==> src/rtl/divide_by_n.sv <==
// Divide-by-N clock enable: a free-running phase counter and a registered square wave,
// low for floor(N/2) cycles and high for ceil(N/2) cycles of every N-cycle period.
module divide_by_n #(
   parameter int N = 60
) (
   input  logic clk,
   input  logic reset,
   output logic out
);

   if (N < 2) begin : g_bad_n
      $fatal(1, "divide_by_n: parameter N must be >= 2");
   end

   localparam int            CW   = (N > 2) ? $clog2(N) : 1;
   localparam logic [CW-1:0] LAST = CW'(N - 1);
   localparam logic [CW-1:0] HALF = CW'(N / 2);

   logic [CW-1:0] count;
   logic [CW-1:0] count_nxt;
   logic          out_nxt;

   // out is registered from the next count, so both flops move on the same edge
   always_comb begin
      count_nxt = count + 1'b1;
      if (count == LAST) begin
         count_nxt = '0;
      end
      out_nxt = (count_nxt >= HALF);
   end

   always_ff @(posedge clk or negedge reset) begin
      if (!reset) begin
         count <= '0;
         out   <= 1'b0;
      end else begin
         count <= count_nxt;
         out   <= out_nxt;
      end
   end

endmodule

==> config.mk <==
export PLATFORM = sky130hd
export DESIGN_NAME = divide_by_n
export DESIGN_NICKNAME = d
export VERILOG_FILES = /design/src/rtl/divide_by_n.sv
export SDC_FILE = /design/constraint.sdc
export NUM_CORES = 1
export LEC_CHECK = 0
export BUFFER_PORTS_ARGS = -buffer_cell sky130_fd_sc_hd__buf_4
export CORE_AREA = 2 2 39 41
export DETAILED_ROUTE_END_ITERATION = 16
export DIE_AREA = 0 0 41 43
export HOLD_SLACK_MARGIN = 0.08
export SLEW_MARGIN = 20
export SYNTH_ARGS = -nofsm -noshare
export SYNTH_HDL_FRONTEND = slang
export SYNTH_SLANG_ARGS = --single-unit
==> constraint.sdc <==
create_clock -name clk -period 2.45 [get_ports clk]
set_input_delay 0.3675 -clock clk [delete_from_list [all_inputs] [get_ports clk]]
set_output_delay 0.3675 -clock clk [all_outputs]
set_load 0.02 [all_outputs]
# After elaboration in Yosys (flattened, before gate mapping)
# Index checks and enable logic that the tools add are counted.
[word_totals]
register_bits = 7
latch_bits = 0
ramBits = 0
mem_bits_ro = 0
inputBits = 2
n_memories = 0
[op_classes]
add_sub_neg = 1
multipliers = 0
n_div = 0
magnitude_cmp = 1
eq_ne = 1
n_shift = 0
mux = 1
bitwise = 0
n_reduce_logical = 0
[ops]
columns = ["op", "count"]
rows = [
  ["$add A6 B1 Y6 const B", 1],
  ["$eq A6 B6 Y1 const B", 1],
  ["$ge A6 B5 Y1 const B", 1],
  ["$mux W6", 1],
]

# Depth between registers and ports, before layout
[depth]
ltp_word = 3
ltp_mapped = 5

# Worst setup path before layout
# OpenSTA, ideal clock, no wires.
[synth_path]
kind = "register -> register"
start = "reg count[0]"
end = "reg out"
setup_time_ps = 132
arrival_ps = 1287
required_ps = 2318
slack_ps = 1030
path_stages_with_launch = 6
n_path_buf = 0
path_cell_list = "dfrtp_1 ha_1 and3b_1 and3_1 a211oi_1 o22ai_1"
[synth_via]
elab_chain_cells = 3
[synth_lines]
columns = ["item", "line", "source"]
rows = [
  ["start, declared", "19", "logic [CW-1:0] count;"],
  ["start signal, assigned", "37", "count <= count_nxt;"],
  ["$add A6 B1 Y6 / $eq A6 B6 Y1 (equally long branches)", "25, 26", ""],
  ["$mux W6 (*)", "26", "if (count == LAST) begin"],
  ["$ge A6 B5 Y1 (*)", "29", "out_nxt = (count_nxt >= HALF);"],
  ["net out_nxt", "21", "logic out_nxt;"],
  ["end signal, assigned", "38", "out <= out_nxt;"],
  ["end, declared", "8", "output logic out"],
]
# Mark *: on every way through the listed nets, which the timed path passes. The rest lies on a longest branch.

# Final worst setup path
# Ends and elaborated chain as after synthesis.

==> flow_metrics.tcl <==
set metrics [dict create \
    syn_nets 39 \
    grt_pass1_wl_um 1040 \
    wl_per_cell_um 9.81 \
    slew_headroom_pct 83.2 \
    ys_seq_area_share_pct 47.9 \
    clk_latency_ns 0.25 \
    crit_fanout 6 \
    period_minus_slack_ns 1.58 \
    ys_ff_latch 7 \
    drtIter0Drc 1 \
    fmaxAchievable_mhz 633 \
    cts_buffers 3 \
    synth-async-reset-ratio_pct 100 \
    outcome "completed" \
    drc 0 \
    multiInputGateArea_um2 183 \
    die_y_um 43 \
    drive_above_1_share_pct 21.4 \
    final_nets 47 \
    hp-class "primary input to asynchronous set/reset pin" \
    fin_crit_sh_pct 64.5 \
    avgViaCountPerCell 4.48 \
    cts_tree "done" \
    cts_buffer_depth 2 \
    core_mm2 0.00138 \
    yosys_warnings 0 \
    dieArea_mm2 0.00176 \
    synth_edf_count 0 \
    cts.repair.resized 0 \
    synth.most_common_cell "dfrtp_1" \
    area_growth_pct 19.9 \
    antenna_left 0 \
    tightest_slew_ns 0.250 \
    drt-total-wl_um 569 \
    grt_overflow 0 \
    ys.flop_type "dfrtp_1" \
    antenna_found_initial 0 \
    cp.required_ns 2.57 \
    crit_type "register to register" \
    maxCapViolCount 0 \
    synth_area_um2 365 \
    yosys-top-cells-area "dfrtp_1 48%, ha_1 6.8%, nor2_1 5.1%, nor3b_2 3.4%, nand2_1 3.1%" \
    die_x_um 41 \
    cts-root-buf "clkbuf_4" \
    nFillCells 143 \
    place.gp.congestion 0.779 \
    grt_pass1_vias 251 \
    crit_path_start_kind "register" \
    start_util_pct 26.4 \
    drv_slew 0 \
    syn_avg_cell_area_um2 10.4 \
    synthTopCellsByCount "7 x dfrtp_1, 5 x nor2_1, 3 x nand2_1" \
    cp.arrival_ns 1.70 \
    grt_max_degree 9 \
    cts.sinks 7 \
    powerDensity_mw_per_mm2 510 \
    hold_viol 0 \
    leakage_nw 0.188 \
    syn-instance-count 35 \
    pin_count 3 \
    synth.largest_area_cell "dfrtp_1" \
    drt_first_pass_iters 3 \
    end_kind "register" \
    vias 260 \
    synth_top_cell_area_share_pct 47.9 \
    h-tree-depth 1 \
    yosysUniqueCellTypes 21 \
    grt_usage_pct 9.05 \
    clock_skew_ns 0.00274 \
    rows 14 \
    rsz0062_at_grt "false" \
    port_buffers 2 \
    peakVddDrop_mv 0.405 \
    diodes 0 \
    setup_violations 0 \
    regArea_um2 175 \
    reg2reg_slack_ns 0.87 \
    clk_pin_slew_ns 0.05 \
    hpwl_um 450 \
    fin_setup_tns_ns 0 \
    final_area_um2 438 \
    place_area_um2 400 \
]
worst paths after layout:
path,startpoint,to,cells after the start
min reg2reg,count[0],count[0],1
max reg2reg,count[0],out,5
max in group asynchronous,reset,count[1],2
min in group clk,count[0],count[0],1
min,reset,count[3],2
max,count[0],out,5
worst max-delay path: stages (launching register included):
cell	delay, ns
dfrtp_1	0.45
ha_1	0.29
and3b_1	0.19
and3_1	0.16
a211oi_1	0.24
o22ai_1	0.12
registers in the layout, summed over array words and instances, names as in the netlist:
| register | flops |
|---|---|
| count | 6 |
| out | 1 |
power by group:
part | internal [W] | leakage, nW | switching (W)
Clock | 0.0000596 | 0.0177 | 0.0000437
Combinational | 0.00000211 | 0.0927 | 0.00000224
Sequential | 0.000116 | 0.0781 | 0
Total | 0.000177 | 0.188 | 0.0000459
metal layers:
metal | global-route usage [%] | routed length (µm) | vias to the layer above
li1 | - | - | 138
met1 | 12.4 | 257 | 116
met2 | 11.3 | 275 | 6
met3 | 6.81 | 36 | 0
met4 | 2.00 | 0 | 0
met5 | 0 | 0 | -
stage by stage:
step                hold WS (ns)  instances  power (W)  util (%)  worst slack (ns)
floorplan                 0.0719         35   0.000118         -              1.03
CTS                        0.457         58   0.000227      31.6             0.845
finish                     0.458         58   0.000223      31.6             0.870
detailed placement         0.184         53   0.000121      28.9             0.858
global placement           0.184         53   0.000121      28.9             0.861
global route               0.471         58   0.000236      31.6             0.755
what timing repair did:
action,4_1_cts,5_1_grt
endpoints found under the setup margin,0,0
endpoints found under the hold margin,7,0
setup buffers,0,0
hold buffers,1,0
placed cells by master (no fill, tap or decap), types with 2 or more instances in the layout:
cell type and n:
ha_1 2, buf_4 2, nand2_1 3, inv_1 2
dfrtp_1 7, clkbuf_4 3, nor2_1 5
final cells by class:
class,count,area share (%)
clock buffer,3,5.14
timing repair buffer,3,5.71
sequential,7,40.0
clock inverter,1,1.14
inverter,2,1.71
tap,16,4.57
multi-input combinational,26,41.7
kinds of logic (layout without fill, tap and decap cells):
logic type | Yosys count | count (layout) | share of synthesized area [%]
adders and majority gates | 2 | 2 | 6.85
DFF | 7 | 7 | 47.9
buffers and inverters | 2 | 9 | 2.06
and+or+nand+nor | 15 | 15 | 24.0
xor gates and xnor gates | 2 | 2 | 4.80
AOI/OAI and AO/OA | 7 | 7 | 14.4
No activity file was read; power rests on OpenSTA's default activity.
